[src/rtl/pht_update_ctrl.sv]
// rtl/pht_update_ctrl.sv - PHT 2-bit counter read-modify-write sequencer
// Two arbitrated update requesters share a single-port SRAM with the lookup path.
module pht_update_ctrl #(
   parameter int IDX_W      = 10,
   parameter int CNT_W      = 2,
   parameter int STARVE_LIM = 8
) (
   input  logic             clk_i,
   input  logic             rst_i,
   input  logic             upd0_valid_i,
   output logic             upd0_ready_o,
   input  logic [IDX_W-1:0] upd0_idx_i,
   input  logic             upd0_taken_i,
   input  logic             upd1_valid_i,
   output logic             upd1_ready_o,
   input  logic [IDX_W-1:0] upd1_idx_i,
   input  logic             upd1_taken_i,
   input  logic             lkp_valid_i,
   output logic             lkp_ready_o,
   input  logic [IDX_W-1:0] lkp_idx_i,
   output logic             lkp_cnt_valid_o,
   output logic [CNT_W-1:0] lkp_cnt_o,
   output logic             pht_ce_o,
   output logic             pht_we_o,
   output logic [IDX_W-1:0] pht_addr_o,
   output logic [CNT_W-1:0] pht_wdata_o,
   input  logic [CNT_W-1:0] pht_rdata_i,
   output logic             busy_o
);

   typedef enum logic [1:0] {S_IDLE, S_RD, S_MOD, S_WR} state_t;

   localparam int SC_W = $clog2(STARVE_LIM + 1);
   localparam logic [SC_W-1:0] STARVE_MAX = SC_W'(STARVE_LIM);

   state_t           state_q, state_d;
   logic             rr_q, rr_d;
   logic [SC_W-1:0]  starve_q, starve_d;
   logic [IDX_W-1:0] idx_q, idx_d;
   logic             taken_q, taken_d;
   logic [CNT_W-1:0] cnt_q, cnt_d;
   logic             lkp_rv_q, lkp_rv_d;

   logic             grant0, grant1, lkp_win, upd_phase;
   logic             upd0_ready, upd1_ready;

   function automatic logic [CNT_W-1:0] sat(input logic [CNT_W-1:0] c, input logic t);
      if (t) return (c == '1) ? c : c + 1'b1;
      else   return (c == '0) ? c : c - 1'b1;
   endfunction

   always_comb begin
      state_d     = state_q;
      rr_d        = rr_q;
      starve_d    = starve_q;
      idx_d       = idx_q;
      taken_d     = taken_q;
      cnt_d       = cnt_q;
      upd0_ready  = 1'b0;
      upd1_ready  = 1'b0;
      pht_ce_o    = 1'b0;
      pht_we_o    = 1'b0;
      pht_addr_o  = '0;
      pht_wdata_o = '0;

      grant0    = upd0_valid_i & (~upd1_valid_i | ~rr_q);
      grant1    = upd1_valid_i & (~upd0_valid_i | rr_q);
      upd_phase = (state_q == S_RD) || (state_q == S_WR);
      // Lookups only yield to an update once it has been blocked STARVE_LIM cycles in a row
      lkp_win   = lkp_valid_i & (~upd_phase | (starve_q != STARVE_MAX));
      lkp_rv_d  = lkp_win;

      if (lkp_win) begin
         pht_ce_o   = 1'b1;
         pht_addr_o = lkp_idx_i;
      end

      case (state_q)
         S_IDLE: begin
            starve_d = '0;
            if (grant0) begin
               upd0_ready = 1'b1;
               idx_d      = upd0_idx_i;
               taken_d    = upd0_taken_i;
               rr_d       = 1'b1;
               state_d    = S_RD;
            end else if (grant1) begin
               upd1_ready = 1'b1;
               idx_d      = upd1_idx_i;
               taken_d    = upd1_taken_i;
               rr_d       = 1'b0;
               state_d    = S_RD;
            end
         end
         S_RD: begin
            if (lkp_win) begin
               starve_d = starve_q + 1'b1;
            end else begin
               pht_ce_o   = 1'b1;
               pht_addr_o = idx_q;
               starve_d   = '0;
               state_d    = S_MOD;
            end
         end
         S_MOD: begin
            starve_d = '0;
            cnt_d    = pht_rdata_i;
            state_d  = S_WR;
         end
         S_WR: begin
            if (lkp_win) begin
               starve_d = starve_q + 1'b1;
            end else begin
               pht_ce_o    = 1'b1;
               pht_we_o    = 1'b1;
               pht_addr_o  = idx_q;
               pht_wdata_o = sat(cnt_q, taken_q);
               starve_d    = '0;
               state_d     = S_IDLE;
            end
         end
         default: state_d = S_IDLE;
      endcase
   end

   always_ff @(posedge clk_i or posedge rst_i) begin
      if (rst_i) begin
         state_q  <= S_IDLE;
         rr_q     <= 1'b0;
         starve_q <= '0;
         idx_q    <= '0;
         taken_q  <= 1'b0;
         cnt_q    <= '0;
         lkp_rv_q <= 1'b0;
      end else begin
         state_q  <= state_d;
         rr_q     <= rr_d;
         starve_q <= starve_d;
         idx_q    <= idx_d;
         taken_q  <= taken_d;
         cnt_q    <= cnt_d;
         lkp_rv_q <= lkp_rv_d;
      end
   end

   // Handshake outputs follow request valids combinationally, so hold them low during reset
   assign upd0_ready_o    = upd0_ready & ~rst_i;
   assign upd1_ready_o    = upd1_ready & ~rst_i;
   assign lkp_ready_o     = lkp_win & ~rst_i;
   assign lkp_cnt_valid_o = lkp_rv_q;
   assign lkp_cnt_o       = lkp_rv_q ? pht_rdata_i : '0;
   assign busy_o          = (state_q != S_IDLE);

endmodule

[config.mk]
export PLATFORM = sky130hd
export DESIGN_NAME = pht_update_ctrl
export DESIGN_NICKNAME = d
export VERILOG_FILES = /design/src/rtl/pht_update_ctrl.sv
export SDC_FILE = /design/constraint.sdc
export NUM_CORES = 1
export LEC_CHECK = 0
export CORE_MARGIN = 1
export CORE_UTILIZATION = 41
export DETAILED_ROUTE_END_ITERATION = 6
export HOLD_SLACK_MARGIN = 0.08
export PLACE_DENSITY = 0.84
export SLEW_MARGIN = 20
export SYNTH_ARGS = -nofsm -noshare
export SYNTH_HDL_FRONTEND = slang
export SYNTH_SLANG_ARGS = --single-unit
[constraint.sdc]
create_clock -name clk_i -period 2.8 [get_ports clk_i]
set_input_delay 0.28 -clock clk_i [delete_from_list [all_inputs] [get_ports clk_i]]
set_output_delay 0.28 -clock clk_i [all_outputs]
set_load 0.03 [all_outputs]
==> flow_summary.rst, run 1 <==
.. list-table::
   :header-rows: 1

   * - Metric
     - Value
   * - H-tree depth
     - 1
   * - Total power density per cell area
     - 759 nW/um^2
   * - Layout Skew
     - 0.00943 ns
   * - Vias
     - 1,120
   * - Worst min path class
     - in2async
   * - Num Clock Sinks
     - 21
   * - Hold buffer count at cts
     - 0
   * - Gr ovfl total
     - 0
   * - Register bit count reported by yosys
     - 21
   * - Least-Margin Pin Slew
     - 0.379 ns
   * - Syn Inst Count
     - 120
   * - Cell Area, Placed
     - around 1800 um^2
   * - Share of layout cells above drive strength 1
     - 0.105
   * - Post-CTS setup repair buffer count
     - 0
   * - Area fraction in compound gates after synthesis
     - 0.180
   * - Worst Path Max Fanout
     - 5
   * - Max Buffers Root-to-Sink
     - 2
   * - CP startpoint kind
     - flop
   * - Total of buffers placed on input and output ports
     - ~60
   * - Synthesized netlist net count
     - 166
   * - Run status
     - finished with violations
   * - Mean Syn Cell Area
     - 10.2 um^2
   * - P&R area growth vs syn
     - 55.2%
   * - Wire length on met2
     - 1620 um
   * - Total Die Area
     - 3220 um^2
   * - Highest metal used
     - met4
   * - Share of the yosys chip area belonging to registers
     - 0.428
   * - Share of the synthesized area in the top cell type
     - 0.428
   * - Final count of negative-setup-slack endpoints
     - 0
   * - Class of the most critical setup path
     - reg2out
   * - Final number of hold-violating endpoints
     - 0
   * - Count of max-cap constraint violations
     - 0
   * - Number of antenna violations at the first check in global routing
     - 0
   * - Cell types occupying the most area after synthesis
     - sky130_fd_sc_hd__dfrtp_1 43%, sky130_fd_sc_hd__mux2i_1 9.8%, sky130_fd_sc_hd__ha_1 7.1%, sky130_fd_sc_hd__a22o_1 6.4%, sky130_fd_sc_hd__o21ai_0 4.9%
   * - Die Height
     - 56.7 um
   * - Core Region
     - approximately 2800 um^2
   * - Yosys warning total
     - 0
   * - Highest ir drop seen on vdd
     - 0.000392 V
   * - Worst slew margin
     - 0.747
   * - Post-route met1 wirelength
     - ~1300 um
   * - Portion of the clock cycle consumed by the worst path in the final layout
     - 0.902
   * - Number of detailed-route iterations in the first pass
     - 6
   * - Drt total wl
     - 3110 um
   * - DRC errors left
     - 8
   * - Root buffer cell
     - sky130_fd_sc_hd__clkbuf_4
   * - Antenna viol nets, final
     - 0
   * - Die Wd
     - about 57 um
   * - Critical path required time
     - 2.52 ns
   * - Dominant combinational cell family by area after synthesis
     - compound AO/OA/AOI/OAI gates
   * - LEAKAGE
     - 0.990 nW
   * - Detailed router's first-iteration violation count
     - 45
   * - Multiplexer area fraction after synthesis
     - 0.116
   * - Hpwl dp
     - 2360 um
   * - Endpoint type of the worst setup path
     - primary output
   * - CTS tree
     - built
   * - Starting density of the core
     - 0.438
   * - NumNets Final
     - 228
   * - Number of CTS-inserted buffers
     - 3
   * - Final non-filler cell area
     - 1910 um^2
   * - Number of global-route vias before repair
     - 1,174
   * - Largest net degree at the start of global routing
     - 23
   * - Area share of fa/ha/maj cells after synthesis
     - 0.0876
   * - Number of primary I/O pins
     - 60
   * - Final worst path period need
     - about 2.5 ns
   * - Filler cell count
     - 244
   * - Final cell utilization of the core
     - 0.680
   * - Synthesized-area fraction occupied by xor and xnor cells
     - 0.0143
   * - Insertion delay of the later-clocked pin in the worst-skew pair
     - 0.30 ns
   * - Maximum operating frequency
     - 396 MHz
   * - Met3 WL post-DR
     - between 100 and 150 um
   * - Final count of pins violating max slew
     - 0
   * - Number of antenna diodes
     - 0
   * - First-pass GRT wire length
     - 5140 um
   * - Synth area leader
     - sky130_fd_sc_hd__dfrtp_1
   * - Failing checks
     - DRC
   * - Last weighted congestion value of the routability-driven placer
     - 0.725
   * - Vias per std cell
     - 5.28
   * - Commonest cells after routing, fill and taps aside
     - 49 x sky130_fd_sc_hd__clkdlybuf4s50_1, 21 x sky130_fd_sc_hd__dfrtp_1, 13 x sky130_fd_sc_hd__nand2_1
   * - Aggregate global-route resource usage
     - 0.207
   * - Unique cell type count in the Yosys netlist
     - 32
   * - Unrepaired setup endpoints after global routing
     - false
   * - Synthesized cell area
     - 1230 um^2
   * - Per-cell routed wire length
     - 14.7 um
   * - Clock input transition at the sequential cells of the worst setup and hold paths
     - ~0.12 ns
   * - Setup TNS
     - 0 ns
   * - Area fraction in and, or, nand and nor cells after synthesis
     - 0.125
   * - Std-Cell Rows
     - 19
   * - Arrival time worst endpoint
     - 2.24 ns
   * - Commonest non-fill, non-tap cell in the layout
     - sky130_fd_sc_hd__clkdlybuf4s50_1
==> state kept, by name, summed over array words and instances, names as in the netlist <==
register         count
taken_q              1
starve_q             4
rr_q                 1
state_q              2
lkp_cnt_valid_o      1
cnt_q                2
idx_q               10
==> worst max-delay path, stage by stage (launching register included) <==
cell and delay [ns]:
sky130_fd_sc_hd__dfrtp_1 0.43, sky130_fd_sc_hd__inv_1 0.07, sky130_fd_sc_hd__ha_1 0.19, sky130_fd_sc_hd__nand3b_4 0.12
sky130_fd_sc_hd__o21ai_2 0.25, sky130_fd_sc_hd__and3_2 0.22, sky130_fd_sc_hd__clkdlybuf4s50_1 0.67
==> synth_stat cells <==
library cell	n
sky130_fd_sc_hd__nor3_1	1
sky130_fd_sc_hd__nor2_1	7
sky130_fd_sc_hd__dfrtp_1	21
sky130_fd_sc_hd__a31oi_1	1
sky130_fd_sc_hd__o21a_1	1
sky130_fd_sc_hd__buf_4	1
sky130_fd_sc_hd__nand3_1	1
sky130_fd_sc_hd__or3_1	1
sky130_fd_sc_hd__buf_6	1
sky130_fd_sc_hd__o21ai_2	1
sky130_fd_sc_hd__xor2_1	1
sky130_fd_sc_hd__clkbuf_1	2
sky130_fd_sc_hd__mux2_2	2
sky130_fd_sc_hd__inv_1	8
sky130_fd_sc_hd__a22o_1	9
sky130_fd_sc_hd__maj3_1	2
sky130_fd_sc_hd__nand3b_4	1
sky130_fd_sc_hd__nand2_1	13
sky130_fd_sc_hd__a21bo_2	1
sky130_fd_sc_hd__and3_2	3
sky130_fd_sc_hd__and2_1	2
sky130_fd_sc_hd__mux2i_1	12
sky130_fd_sc_hd__o2111a_1	1
sky130_fd_sc_hd__inv_2	1
sky130_fd_sc_hd__ha_1	7
sky130_fd_sc_hd__and2_2	1
sky130_fd_sc_hd__xnor2_1	1
sky130_fd_sc_hd__a22o_2	2
sky130_fd_sc_hd__a21oi_2	1
sky130_fd_sc_hd__a21oi_1	1
sky130_fd_sc_hd__o21ai_0	12
sky130_fd_sc_hd__o21ai_1	1
==> routing by layer <==
layer  vias up  GRT usage
li1        546          -
met1       532      0.242
met4         0     0.0732
met3         2     0.0346
met2        40      0.381
met5         -          0
==> through the flow <==
stage | std cells | total power [mW] | setup WS [ns] | hold WS (ns)
global placement | 208 | 1.27 | 0.385 | 0.468
finish | 212 | 1.45 | 0.276 | 0.417
CTS | 212 | 1.45 | 0.0302 | 0.426
global route | 212 | 1.56 | 0.123 | 0.439
floorplan | 120 | 1.02 | 0.895 | 0.265
detailed placement | 208 | 1.31 | 0.363 | 0.476
==> path summary, 6_finish.rpt <==
check | cells past startpoint | endpoint | slack, ns | startpoint
max | 6 | pht_wdata_o[1] | 0.28 | starve_q[0]$_DFF_PP0_
min | 3 | state_q[1]$_DFFE_PP0P_ | 0.42 | rst_i
max reg2reg | 4 | state_q[1]$_DFFE_PP0P_ | 1.26 | state_q[0]$_DFFE_PP0P_
min reg2reg | 1 | starve_q[0]$_DFF_PP0_ | 0.50 | starve_q[0]$_DFF_PP0_
max in group asynchronous | 3 | idx_q[7]$_DFFE_PP0P_ | 2.16 | rst_i
min in group clk_i | 1 | starve_q[0]$_DFF_PP0_ | 0.50 | starve_q[0]$_DFF_PP0_
==> report_power, final <==
group	switching [mW]	internal [mW]
sequential	0.0894	0.428
combinational	0.430	0.354
clock	0.0927	0.0532
==> layout make-up <==
cell class	count	area, um^2	area share
clock buffer	3	22.5	0.0118
clock inverter	1	5.00	0.00262
inverter	9	33.8	0.0177
multi-input combinational	86	651	0.341
sequential	21	526	0.276
tap	31	38.8	0.0203
timing repair buffer	61	631	0.331
==> what timing repair did <==
item	in CTS	in global routing
endpoints found under the hold margin	0	0
gates resized for setup	0	11
endpoints found under the setup margin	0	10
==> cell families (layout without fill, tap and decap cells) <==
| kind of cell | count (synthesis) | after routing |
|---|---|---|
| adder cells (fa/ha/maj) | 9 | 9 |
| buffers and inverters | 13 | 74 |
| multiplexers | 14 | 14 |
| AO/OA/AOI/OAI | 31 | 31 |
| AND/OR/NAND/NOR | 30 | 30 |
| XOR/XNOR | 2 | 2 |
| flip-flops | 21 | 21 |
No activity file was read; power rests on OpenSTA's default activity.
==> inputs of run 2 (changes only) <==
- ABC_CLOCK_PERIOD_IN_PS: unset -> 2800
==> results of run 2 <==
Final layout, timing and power as in run 1 (identical DEF).
